## config.mk

```make
export PLATFORM = sky130hd
export DESIGN_NAME = pipe_ctrl
export DESIGN_NICKNAME = d
export VERILOG_FILES = /design/src/rtl/pipe_ctrl_pkg.sv /design/src/rtl/pipe_ctrl_sat_counter.sv /design/src/rtl/pipe_ctrl.sv
export SDC_FILE = /design/constraint.sdc
export NUM_CORES = 1
export LEC_CHECK = 0
export CORE_ASPECT_RATIO = 0.7
export CORE_MARGIN = 2
export CORE_UTILIZATION = 39
export DETAILED_ROUTE_END_ITERATION = 7
export GPL_TIMING_DRIVEN = 0
export PLACE_DENSITY = 0.67
export RECOVER_POWER = 100
export SLEW_MARGIN = 5
export SYNTH_ARGS = -nofsm -noshare
export SYNTH_HDL_FRONTEND = slang
export SYNTH_SLANG_ARGS = --single-unit
```

## constraint.sdc

```tcl
create_clock -name clk -period 3.4 [get_ports clk]
set_input_delay 0.34 -clock clk [delete_from_list [all_inputs] [get_ports clk]]
set_output_delay 0.34 -clock clk [all_outputs]
set_load 0.05 [all_outputs]
```

## src/rtl/pipe_ctrl_pkg.sv

```systemverilog
// Shared types and constants for the pipeline hazard controller.
// Holds the FSM state encoding, the control-word layout and the load-use test.
package pipe_ctrl_pkg;

    localparam int unsigned REG_W     = 5;
    localparam int unsigned CNT_W_DEF = 16;

    typedef enum logic [1:0] {
        RUN,
        LU_STALL,
        MEM_WAIT,
        FLUSH
    } state_t;

    // One control word drives the PC enable, four buffer enables and two flushes.
    typedef struct packed {
        logic pc_en;
        logic ifid_en;
        logic idex_en;
        logic exmem_en;
        logic memwb_en;
        logic ifid_flush;
        logic idex_flush;
    } ctrl_t;

    localparam ctrl_t CTRL_RUN = '{
        pc_en: 1'b1, ifid_en: 1'b1, idex_en: 1'b1, exmem_en: 1'b1, memwb_en: 1'b1,
        ifid_flush: 1'b0, idex_flush: 1'b0
    };

    localparam ctrl_t CTRL_FREEZE = '{
        pc_en: 1'b0, ifid_en: 1'b0, idex_en: 1'b0, exmem_en: 1'b0, memwb_en: 1'b0,
        ifid_flush: 1'b0, idex_flush: 1'b0
    };

    localparam ctrl_t CTRL_FLUSH = '{
        pc_en: 1'b1, ifid_en: 1'b1, idex_en: 1'b1, exmem_en: 1'b1, memwb_en: 1'b1,
        ifid_flush: 1'b1, idex_flush: 1'b1
    };

    // Hold IF and ID, inject a bubble into EX, let the back end drain.
    localparam ctrl_t CTRL_BUBBLE = '{
        pc_en: 1'b0, ifid_en: 1'b0, idex_en: 1'b1, exmem_en: 1'b1, memwb_en: 1'b1,
        ifid_flush: 1'b0, idex_flush: 1'b1
    };

    localparam ctrl_t CTRL_RESET = '{
        pc_en: 1'b0, ifid_en: 1'b0, idex_en: 1'b0, exmem_en: 1'b0, memwb_en: 1'b0,
        ifid_flush: 1'b1, idex_flush: 1'b1
    };

    // A load into $zero never creates a real dependency.
    function automatic logic load_use(
        input logic             ex_mem_read,
        input logic [REG_W-1:0] ex_rt,
        input logic [REG_W-1:0] id_rs,
        input logic [REG_W-1:0] id_rt,
        input logic             id_uses_rt
    );
        return ex_mem_read && (ex_rt != '0) &&
               ((ex_rt == id_rs) || (id_uses_rt && (ex_rt == id_rt)));
    endfunction

endpackage

```

## src/rtl/pipe_ctrl_sat_counter.sv

```systemverilog
// Saturating up-counter with synchronous clear; holds at all-ones instead of wrapping.
module sat_counter #(
    parameter int unsigned W = 8
) (
    input  logic         clk,
    input  logic         rst_n,
    input  logic         clr,
    input  logic         inc,
    output logic [W-1:0] count
);

    always_ff @(posedge clk) begin
        if (!rst_n || clr) begin
            count <= '0;
        end else if (inc && (count != {W{1'b1}})) begin
            count <= count + W'(1);
        end
    end

endmodule

```

## src/rtl/pipe_ctrl.sv

```systemverilog
// Stall/flush controller for a five-stage pipeline: resolves memory freezes,
// taken branches and load-use hazards into buffer enables and bubble flushes.
module pipe_ctrl
    import pipe_ctrl_pkg::*;
#(
    parameter int unsigned MEM_TIMEOUT = 255,
    parameter int unsigned CNT_W       = CNT_W_DEF
) (
    input  logic             clk,
    input  logic             rst_n,
    input  logic [REG_W-1:0] id_rs,
    input  logic [REG_W-1:0] id_rt,
    input  logic             id_uses_rt,
    input  logic [REG_W-1:0] ex_rt,
    input  logic             ex_mem_read,
    input  logic             branch_taken,
    input  logic             mem_busy,
    output logic             pc_en,
    output logic             ifid_en,
    output logic             idex_en,
    output logic             exmem_en,
    output logic             memwb_en,
    output logic             ifid_flush,
    output logic             idex_flush,
    output logic [CNT_W-1:0] stall_cnt,
    output logic [CNT_W-1:0] flush_cnt,
    output logic             mem_timeout
);

    localparam int unsigned TMO    = (MEM_TIMEOUT < 1) ? 1 : MEM_TIMEOUT;
    localparam int unsigned WAIT_W = (TMO < 2) ? 1 : $clog2(TMO + 1);
    localparam logic [WAIT_W-1:0] TMO_LAST = WAIT_W'(TMO - 1);

    state_t            state;
    state_t            next_state;
    ctrl_t             ctrl;
    logic              lu;
    logic              lu_live;
    logic [WAIT_W-1:0] wait_cnt;

    assign lu = load_use(ex_mem_read, ex_rt, id_rs, id_rt, id_uses_rt);

    // The bubble just inserted already separates the pair, so a repeat lu is ignored.
    assign lu_live = lu && (state != LU_STALL) && (state != FLUSH);

    always_comb begin
        ctrl       = CTRL_RUN;
        next_state = RUN;
        if (!rst_n) begin
            ctrl       = CTRL_RESET;
            next_state = RUN;
        end else if (mem_busy) begin
            ctrl       = CTRL_FREEZE;
            next_state = MEM_WAIT;
        end else if (branch_taken) begin
            ctrl       = CTRL_FLUSH;
            next_state = FLUSH;
        end else if (lu_live) begin
            ctrl       = CTRL_BUBBLE;
            next_state = LU_STALL;
        end
    end

    always_ff @(posedge clk) begin
        if (!rst_n) begin
            state <= RUN;
        end else begin
            state <= next_state;
        end
    end

    assign pc_en      = ctrl.pc_en;
    assign ifid_en    = ctrl.ifid_en;
    assign idex_en    = ctrl.idex_en;
    assign exmem_en   = ctrl.exmem_en;
    assign memwb_en   = ctrl.memwb_en;
    assign ifid_flush = ctrl.ifid_flush;
    assign idex_flush = ctrl.idex_flush;

    sat_counter #(.W(CNT_W)) u_stall_cnt (
        .clk   (clk),
        .rst_n (rst_n),
        .clr   (1'b0),
        .inc   (!ctrl.pc_en),
        .count (stall_cnt)
    );

    sat_counter #(.W(CNT_W)) u_flush_cnt (
        .clk   (clk),
        .rst_n (rst_n),
        .clr   (1'b0),
        .inc   (ctrl.ifid_flush),
        .count (flush_cnt)
    );

    // Counts consecutive busy cycles; any ready cycle restarts it.
    sat_counter #(.W(WAIT_W)) u_wait_cnt (
        .clk   (clk),
        .rst_n (rst_n),
        .clr   (!mem_busy),
        .inc   (mem_busy),
        .count (wait_cnt)
    );

    // Set on the edge where the wait count reaches the limit; sticky until reset.
    always_ff @(posedge clk) begin
        if (!rst_n) begin
            mem_timeout <= 1'b0;
        end else if (mem_busy && (wait_cnt >= TMO_LAST)) begin
            mem_timeout <= 1'b1;
        end
    end

endmodule

```

==> results of run 1 <==
final cells by class:
type / instances / area, um2
Fill cell: 504 / 2400
Buffer: 11 / 83.8
Tap cell: 72 / 90.1
Multi-Input combinational cell: 193 / 1200
Timing Repair Buffer: 60 / 601
Sequential cell: 42 / 841
Inverter: 6 / 22.5
Clock buffer: 7 / 76.3
power groups by stage:
stage | registers (mW) | clock network, mW | logic, mW
final | 0.512 | 0.304 | 0.154
after global routing | 0.514 | 0.332 | 0.167
after CTS | 0.512 | 0.312 | 0.162
after detailed placement | 0.524 | 0 | 0.161
after global placement | 0.524 | 0 | 0.160
after floorplan | 0.547 | 0 | 0.0720
cell families after synthesis:
logic type	synth area share, %
flops	38.8
xor+xnor	12.1
simple gates	27.9
mux	2.31
compound gates	11.6
buf+inv	4.91
fa+ha+maj	2.31
cells in the mapped netlist (all sizes together):
cell type,n
a211oi,3
a21boi,1
a21o,1
a21oi,13
a2bb2oi,1
a311o,1
a32oi,1
and2,4
and3,8
and4,4
buf,7
clkbuf,4
dfxtp,42
ha,4
inv,6
mux2i,5
nand2,18
nand2b,5
nand3,16
nand4,10
nor2,32
nor2b,1
nor3,2
nor3b,1
nor4,2
o211ai,1
o21ai,11
o311ai,1
o31ai,3
o41ai,1
or2,1
or3,8
or4,4
xnor2,10
xor2,20
worst max-delay path, cell delays in order:
cell	delay, ns
sky130_fd_sc_hd__clkdlybuf4s50_1	0.46
sky130_fd_sc_hd__or4_1	0.58
sky130_fd_sc_hd__o21ai_2	0.18
sky130_fd_sc_hd__nor3_1	0.06
sky130_fd_sc_hd__nor2_1	0.20
sky130_fd_sc_hd__buf_4	0.14
sky130_fd_sc_hd__dlygate4sd3_1	0.86
routing by layer:
layer	share of wire, %	track usage (%)
met5	0	0
met4	0.64	2.94
met3	6.0	5.70
met2	39	26.0
met1	54	25.3
worst paths after layout:
check                                 endpoint  cells after the start  slack, ns                         startpoint
max                                      pc_en                      7       0.24                           ex_rt[1]
min                   mem_timeout$_SDFFE_PN0P_                      2       0.47           mem_timeout$_SDFFE_PN0P_
max reg2reg  u_stall_cnt.count[1]$_SDFFE_PN0P_                      9       0.77  u_stall_cnt.count[1]$_SDFFE_PN0P_
min reg2reg           mem_timeout$_SDFFE_PN0P_                      2       0.47           mem_timeout$_SDFFE_PN0P_
state kept, by name, indices dropped and copies added (netlist names):
name               cells
u_flush_cnt.count     16
u_stall_cnt.count     16
u_wait_cnt.count       8
mem_timeout            1
state                  1
stage by stage:
stage / worst slack, ns / hold slack, ns / instance area [um2] / instances
2_1_floorplan: 0.894 / 0.455 / 2170 / 252
3_3_place_gp: 0.279 / 0.457 / 2860 / 384
3_5_place_dp: 0.287 / 0.466 / 2860 / 384
6_report: 0.237 / 0.468 / 2920 / 391
5_1_grt: 0.127 / 0.525 / 2920 / 391
4_1_cts: 0.272 / 0.482 / 2930 / 391
==> impl_results.html, run 1 <==
<table>
<tr><th>Metric</th><th>Value</th></tr>
<tr><th colspan="2">Global route</th></tr>
<tr><td>First-pass GRT wire length</td><td>8.62 mm</td></tr>
<tr><td>Initial antenna violation count</td><td>0</td></tr>
<tr><td>Vias in the first global route</td><td>1870</td></tr>
<tr><td>Sum of overflow across all layers after global routing</td><td>0</td></tr>
<tr><td>Maximum number of pins on one net before global-route repair</td><td>12</td></tr>
<tr><td>GRT Util Overall</td><td>17.6%</td></tr>
<tr><th colspan="2">Synth</th></tr>
<tr><td>Cell taking the most area after synthesis</td><td>sky130_fd_sc_hd__dfxtp_1</td></tr>
<tr><td>Synth Net Count</td><td>277</td></tr>
<tr><td>Mapped Area</td><td>0.00217 mm2</td></tr>
<tr><td>Library cells used by synthesis</td><td>44</td></tr>
<tr><td>Register bit count reported by yosys</td><td>42</td></tr>
<tr><td>Share of the synthesized area in the top cell type</td><td>38.8%</td></tr>
<tr><td>Cell types occupying the most area after synthesis</td><td>sky130_fd_sc_hd__dfxtp_1 (39%), sky130_fd_sc_hd__xor2_1 (8.1%), sky130_fd_sc_hd__nor2_1 (5.5%)</td></tr>
<tr><td>Sequential area share after synthesis</td><td>38.8%</td></tr>
<tr><td>Post-Synthesis Mean Instance Area</td><td>8.60 um2</td></tr>
<tr><td>Warnings, synthesis</td><td>0</td></tr>
<tr><td>Cells after Synth</td><td>252</td></tr>
<tr><th colspan="2">Pwr</th></tr>
<tr><td>Fraction of power spent switching nets</td><td>27.4%</td></tr>
<tr><td>Post-route total power</td><td>0.971 mW</td></tr>
<tr><td>Share of total power in combinational logic</td><td>15.9%</td></tr>
<tr><td>Maximum resistive drop on vdd</td><td>0.237 mV</td></tr>
<tr><td>Pwr dens</td><td>333 mW/mm2</td></tr>
<tr><td>Leakage power</td><td>1.14 nW</td></tr>
<tr><td>Net switching power figure</td><td>0.266 mW</td></tr>
<tr><td>Sequential Power Share</td><td>52.8%</td></tr>
<tr><td>Internal power consumption</td><td>0.705 mW</td></tr>
<tr><td>Part of the total power dissipated in the clock network</td><td>31.3%</td></tr>
<tr><th colspan="2">CTS</th></tr>
<tr><td>CTS hold repair buffers</td><td>0</td></tr>
<tr><td>Sinks on the clock net</td><td>42</td></tr>
<tr><td>Largest buffer count on any clock path</td><td>2</td></tr>
<tr><td>Clock tree from TritonCTS</td><td>yes</td></tr>
<tr><td>Clock slew at reported path FFs</td><td>0.07 ns</td></tr>
<tr><td>Clock tree root driver cell</td><td>sky130_fd_sc_hd__clkbuf_8</td></tr>
<tr><td>CTS HTree Levels</td><td>2</td></tr>
<tr><td>Clk Latency, worst-skew pair</td><td>0.29 ns</td></tr>
<tr><td>Post-CTS Setup Repair Bufs</td><td>0</td></tr>
<tr><td>Total CTS buffers</td><td>5</td></tr>
<tr><td>Resize count post-CTS</td><td>0</td></tr>
<tr><th colspan="2">Route</th></tr>
<tr><td>Number of iterations in the first detailed-routing pass</td><td>4</td></tr>
<tr><td>Post-DR vias/cell</td><td>5.04</td></tr>
<tr><td># DRC</td><td>0</td></tr>
<tr><td>Total detailed-routing wirelength</td><td>5.13 mm</td></tr>
<tr><td>Initial DRC Count</td><td>83</td></tr>
<tr><td>Count of nets left with antenna violations after detail routing</td><td>0</td></tr>
<tr><td>Wire length per cell after detailed routing</td><td>13.1 um</td></tr>
<tr><td>Vias</td><td>1970</td></tr>
<tr><th colspan="2">Timing</th></tr>
<tr><td>Number of hold violations in the final report</td><td>0</td></tr>
<tr><td># setup viols final</td><td>0</td></tr>
<tr><td>Max Slew Vio Count</td><td>0</td></tr>
<tr><td>Final Skew</td><td>0.00382 ns</td></tr>
<tr><td>Transition time of the tightest slew-check pin</td><td>0.785 ns</td></tr>
<tr><td>Final Cycle Share</td><td>93.0%</td></tr>
<tr><td>Final min period</td><td>3.16 ns</td></tr>
<tr><td>Top achievable clock speed</td><td>0.316 GHz</td></tr>
<tr><td>Unrepaired setup endpoints after global routing</td><td>no</td></tr>
<tr><td>Final-layout setup total negative slack</td><td>0 ns</td></tr>
<tr><td>Slew HR</td><td>47.3%</td></tr>
<tr><th colspan="2">Worst setup path</th></tr>
<tr><td>Crit path launch type</td><td>input pin</td></tr>
<tr><td>Arr. time, crit path</td><td>2.82 ns</td></tr>
<tr><td>Maximum fanout encountered on the critical timing path</td><td>3</td></tr>
<tr><td>CP endpoint kind</td><td>output pin</td></tr>
<tr><td>WP data required</td><td>3.06 ns</td></tr>
<tr><td>Category of the most critical setup path</td><td>in -&gt; out</td></tr>
<tr><th colspan="2">Final layout</th></tr>
<tr><td>Highest-count cells in the layout ignoring fill and taps</td><td>sky130_fd_sc_hd__dlygate4sd3_1 (42), sky130_fd_sc_hd__dfxtp_1 (42), sky130_fd_sc_hd__nor2_1 (32)</td></tr>
<tr><td>Count of nets after finishing</td><td>344</td></tr>
<tr><td>Fraction of layout cells with a size suffix above 1</td><td>4.70%</td></tr>
<tr><td>Final design utilization</td><td>54.9%</td></tr>
<tr><td>Diodes inserted</td><td>0</td></tr>
<tr><td>Area added between synthesis and finish</td><td>34.6%</td></tr>
<tr><th colspan="2">Floorplanning</th></tr>
<tr><td>Chip Width</td><td>93.1 um</td></tr>
<tr><td>Die height</td><td>66.4 um</td></tr>
<tr><td>Number of ports placed on the die boundary</td><td>61</td></tr>
<tr><td>Row cnt</td><td>22</td></tr>
<tr><td>Starting utilization of the core area</td><td>40.8%</td></tr>
<tr><td>Area of the core</td><td>0.00531 mm2</td></tr>
<tr><td>Overall die area</td><td>0.00618 mm2</td></tr>
<tr><th colspan="2">Worst hold path</th></tr>
<tr><td>Worst hold path type</td><td>reg -&gt; reg</td></tr>
<tr><th colspan="2">Placement</th></tr>
<tr><td>Port Buffer Count</td><td>60</td></tr>
<tr><td>Routability congestion estimate from global placement</td><td>0.769</td></tr>
<tr><td>Final HPWL from detailed placement</td><td>3.73 mm</td></tr>
<tr><th colspan="2">Outcome</th></tr>
<tr><td>Outcome</td><td>complete, no violations</td></tr>
<tr><th colspan="2">Job</th></tr>
<tr><td>Reported max-cap violation count</td><td>0</td></tr>
</table>
Note: power is estimated with default switching activity, not from simulation.
==> inputs of run 2 (changes only) <==
CAP_MARGIN = 20   (was unset)
CORE_MARGIN = unset   (was 2)
CORE_UTILIZATION = 51   (was 39)
PLACE_DENSITY = 0.85   (was 0.67)
==> impl_results.html, run 2 (synthesis gave the netlist of run 1 again) <==
<table>
<tr><th>Metric</th><th>Value</th></tr>
<tr><th colspan="2">Timing</th></tr>
<tr><td>Final-layout setup total negative slack</td><td>0 ns (unchanged)</td></tr>
<tr><td>Final Cycle Share</td><td>92.4% (was 93.0%)</td></tr>
<tr><td>Final min period</td><td>3.14 ns (was 3.16 ns)</td></tr>
<tr><td>Final setup slack of the worst path</td><td>0.257 ns (was 0.237 ns)</td></tr>
<tr><td>Transition time of the tightest slew-check pin</td><td>0.776 ns (was 0.785 ns)</td></tr>
<tr><td>Slew HR</td><td>48.1% (was 47.3%)</td></tr>
<tr><td>Final Skew</td><td>0.00333 ns (was 0.00382 ns)</td></tr>
<tr><td># setup viols final</td><td>0 (unchanged)</td></tr>
<tr><td>Unrepaired setup endpoints after global routing</td><td>no (unchanged)</td></tr>
<tr><td>Top achievable clock speed</td><td>0.318 GHz (was 0.316 GHz)</td></tr>
<tr><td>Max Slew Vio Count</td><td>0 (unchanged)</td></tr>
<tr><td>Number of hold violations in the final report</td><td>0 (unchanged)</td></tr>
<tr><th colspan="2">Worst setup path</th></tr>
<tr><td>CP endpoint kind</td><td>output pin (unchanged)</td></tr>
<tr><td>CP max stage cell</td><td>sky130_fd_sc_hd__clkdlybuf4s50_1 (was sky130_fd_sc_hd__dlygate4sd3_1)</td></tr>
<tr><td>Cells along the critical path</td><td>clkdlybuf4s50_1 -&gt; or4_1 -&gt; o21ai_0 -&gt; nor3_1 -&gt; nor2_1 -&gt; buf_4 -&gt; clkdlybuf4s50_1 (was clkdlybuf4s50_1 -&gt; or4_1 -&gt; o21ai_2 -&gt; nor3_1 -&gt; nor2_1 -&gt; buf_4 -&gt; dlygate4sd3_1)</td></tr>
<tr><td>Arr. time, crit path</td><td>2.80 ns (was 2.82 ns)</td></tr>
<tr><td>Category of the most critical setup path</td><td>in -&gt; out (unchanged)</td></tr>
<tr><td>Maximum fanout encountered on the critical timing path</td><td>3 (unchanged)</td></tr>
<tr><td>WP data required</td><td>3.06 ns (about the same)</td></tr>
<tr><td>Crit path launch type</td><td>input pin (unchanged)</td></tr>
<tr><td>Largest stage delay on the critical path</td><td>0.80 ns (was 0.86 ns)</td></tr>
<tr><td>Most frequent cell on the critical path</td><td>sky130_fd_sc_hd__clkdlybuf4s50_1</td></tr>
<tr><th colspan="2">Floorplanning</th></tr>
<tr><td>Starting utilization of the core area</td><td>54.3% (was 40.8%)</td></tr>
<tr><td>Die height</td><td>56.5 um (was 66.4 um)</td></tr>
<tr><td>Overall die area</td><td>0.00452 mm2 (was 0.00618 mm2)</td></tr>
<tr><td>Chip Width</td><td>79.9 um (was 93.1 um)</td></tr>
<tr><td>Number of ports placed on the die boundary</td><td>61 (unchanged)</td></tr>
<tr><td>Row cnt</td><td>19 (was 22)</td></tr>
<tr><td>Area of the core</td><td>0.00399 mm2 (was 0.00531 mm2)</td></tr>
<tr><th colspan="2">Placement</th></tr>
<tr><td>Final HPWL from detailed placement</td><td>3.72 mm (was 3.73 mm)</td></tr>
<tr><td>Placed cell areas</td><td>0.00283 mm2 (was 0.00286 mm2)</td></tr>
<tr><td>Post-place setup slack</td><td>0.328 ns (was 0.287 ns)</td></tr>
<tr><td>Port Buffer Count</td><td>60 (unchanged)</td></tr>
<tr><td>Routability congestion estimate from global placement</td><td>0.775 (was 0.769)</td></tr>
<tr><td>Number of placed instances, taps included</td><td>364 (was 384)</td></tr>
<tr><th colspan="2">Route</th></tr>
<tr><td>Total detailed-routing wirelength</td><td>5.05 mm (was 5.13 mm)</td></tr>
<tr><td>Vias</td><td>2016 (was 1970)</td></tr>
<tr><td># DRC</td><td>0 (unchanged)</td></tr>
<tr><td>Number of iterations in the first detailed-routing pass</td><td>4 (unchanged)</td></tr>
<tr><td>Post-DR vias/cell</td><td>5.43 (was 5.04)</td></tr>
<tr><td>Count of nets left with antenna violations after detail routing</td><td>0 (unchanged)</td></tr>
<tr><td>Initial DRC Count</td><td>104 (was 83)</td></tr>
<tr><td>Wire length per cell after detailed routing</td><td>13.6 um (was 13.1 um)</td></tr>
<tr><th colspan="2">Final layout</th></tr>
<tr><td>Area added between synthesis and finish</td><td>33.4% (was 34.6%)</td></tr>
<tr><td>Leading registers by flop count</td><td>u_flush_cnt.count: 16 flops, u_stall_cnt.count: 16 flops, u_wait_cnt.count: 8 flops (unchanged)</td></tr>
<tr><td>Count of nets after finishing</td><td>344 (unchanged)</td></tr>
<tr><td>Diodes inserted</td><td>0 (unchanged)</td></tr>
<tr><td>Fraction of layout cells with a size suffix above 1</td><td>5.02% (was 4.70%)</td></tr>
<tr><td>Post-route cell area</td><td>0.00289 mm2 (was 0.00292 mm2)</td></tr>
<tr><td>Most common cell after layout, fill and taps aside</td><td>sky130_fd_sc_hd__dfxtp_1</td></tr>
<tr><td>Highest-count cells in the layout ignoring fill and taps</td><td>sky130_fd_sc_hd__dfxtp_1 (42), sky130_fd_sc_hd__dlygate4sd3_1 (41), sky130_fd_sc_hd__nor2_1 (32) (was sky130_fd_sc_hd__dlygate4sd3_1 (42), sky130_fd_sc_hd__dfxtp_1 (42), sky130_fd_sc_hd__nor2_1 (32))</td></tr>
<tr><td>Number of standard cells in the final layout excluding fillers</td><td>371 (was 391)</td></tr>
<tr><th colspan="2">CTS</th></tr>
<tr><td>Clock tree root driver cell</td><td>sky130_fd_sc_hd__clkbuf_8 (unchanged)</td></tr>
<tr><td>Sinks on the clock net</td><td>42 (unchanged)</td></tr>
<tr><td>Largest buffer count on any clock path</td><td>2 (unchanged)</td></tr>
<tr><td>Clk Latency, worst-skew pair</td><td>0.29 ns (about the same)</td></tr>
<tr><td>CTS HTree Levels</td><td>2 (unchanged)</td></tr>
<tr><td>Post-CTS Setup Repair Bufs</td><td>0 (unchanged)</td></tr>
<tr><td>Clock slew at reported path FFs</td><td>0.08 ns (was 0.07 ns)</td></tr>
<tr><td>Total CTS buffers</td><td>5 (unchanged)</td></tr>
<tr><td>Clock tree from TritonCTS</td><td>yes (unchanged)</td></tr>
<tr><td>CTS hold repair buffers</td><td>0 (unchanged)</td></tr>
<tr><td>Resize count post-CTS</td><td>0 (unchanged)</td></tr>
<tr><th colspan="2">Pwr</th></tr>
<tr><td>Maximum resistive drop on vdd</td><td>0.278 mV (was 0.237 mV)</td></tr>
<tr><td>Sequential Power Share</td><td>52.7% (was 52.8%)</td></tr>
<tr><td>Part of the total power dissipated in the clock network</td><td>31.3% (about the same)</td></tr>
<tr><td>Pwr dens</td><td>336 mW/mm2 (was 333 mW/mm2)</td></tr>
<tr><td>Internal power consumption</td><td>0.701 mW (was 0.705 mW)</td></tr>
<tr><td>Leakage power</td><td>1.15 nW (was 1.14 nW)</td></tr>
<tr><td>Net switching power figure</td><td>0.270 mW (was 0.266 mW)</td></tr>
<tr><td>Share of total power in combinational logic</td><td>16.0% (was 15.9%)</td></tr>
<tr><td>Fraction of power spent switching nets</td><td>27.8% (was 27.4%)</td></tr>
<tr><th colspan="2">Job</th></tr>
<tr><td>Reported max-cap violation count</td><td>0 (unchanged)</td></tr>
<tr><th colspan="2">Global route</th></tr>
<tr><td>Initial antenna violation count</td><td>0 (unchanged)</td></tr>
<tr><td>GRT Util Overall</td><td>23.2% (was 17.6%)</td></tr>
<tr><td>Maximum number of pins on one net before global-route repair</td><td>13 (was 12)</td></tr>
<tr><td>Vias in the first global route</td><td>1865 (was 1870)</td></tr>
<tr><td>Sum of overflow across all layers after global routing</td><td>0 (unchanged)</td></tr>
<tr><td>First-pass GRT wire length</td><td>8.20 mm (was 8.62 mm)</td></tr>
<tr><th colspan="2">Outcome</th></tr>
<tr><td>Outcome</td><td>complete, no violations (unchanged)</td></tr>
<tr><th colspan="2">Worst hold path</th></tr>
<tr><td>Worst hold path type</td><td>reg -&gt; reg (unchanged)</td></tr>
</table>
## run 2: changes by cell type in the layout (fill, tap and decap cells not counted), sizes merged
cell and delta:
clkinv +2, clkdlybuf4s50 +1, dlygate4sd3 -1, clkbuf -2
## run 2: cell type report
cell class	instances	area (um2)
buffer	11	83.8
clock buffer	5	68.8
clock inverter	2	10.0
fill	328	1100
inverter	6	22.5
multi-input combinational	193	1200
sequential	42	841
tap	52	65.1
timing repair buffer	60	601
## run 2: metal layers
layer  wire length (um)  track usage, %
met3                357            6.34
met5                  0               0
met4                 38            5.87
met1               2430            30.8
met2               2220            37.4
## run 2: power by group through the flow
stage          clock, mW  sequential (mW)  combinational [mW]
2_1_floorplan          0            0.547              0.0720
3_3_place_gp           0            0.523               0.159
3_5_place_dp           0            0.524               0.162
4_1_cts            0.309            0.512               0.163
5_1_grt            0.331            0.514               0.166
6_report           0.304            0.512               0.156
## run 2: final timing paths
path,start,endpoint,slack (ns),depth (start not counted)
worst min-delay path,mem_timeout$_SDFFE_PN0P_,mem_timeout$_SDFFE_PN0P_,0.47,2
worst min register to register,mem_timeout$_SDFFE_PN0P_,mem_timeout$_SDFFE_PN0P_,0.47,2
worst max-delay path,ex_rt[1],pc_en,0.26,7
worst max register to register,u_stall_cnt.count[0]$_SDFFE_PN0P_,u_stall_cnt.count[1]$_SDFFE_PN0P_,0.72,9
## run 2: per-stage QoR
| stage | util, % | power, mW | hold WS (ns) |
|---|---|---|---|
| global placement | 70.9 | 0.682 | 0.456 |
| global route | 72.4 | 1.01 | 0.489 |
| finish | 72.4 | 0.972 | 0.474 |
| detailed placement | 70.9 | 0.686 | 0.459 |
| floorplan | - | 0.619 | 0.455 |
| CTS | 72.9 | 0.984 | 0.479 |
## run 2: worst max-delay path: cells and delay by family
kind	cells	cell delay [ns]
AND/OR/NAND/NOR	3	0.78
buffers and inverters	3	1.40
AO/OA/AOI/OAI	1	0.28
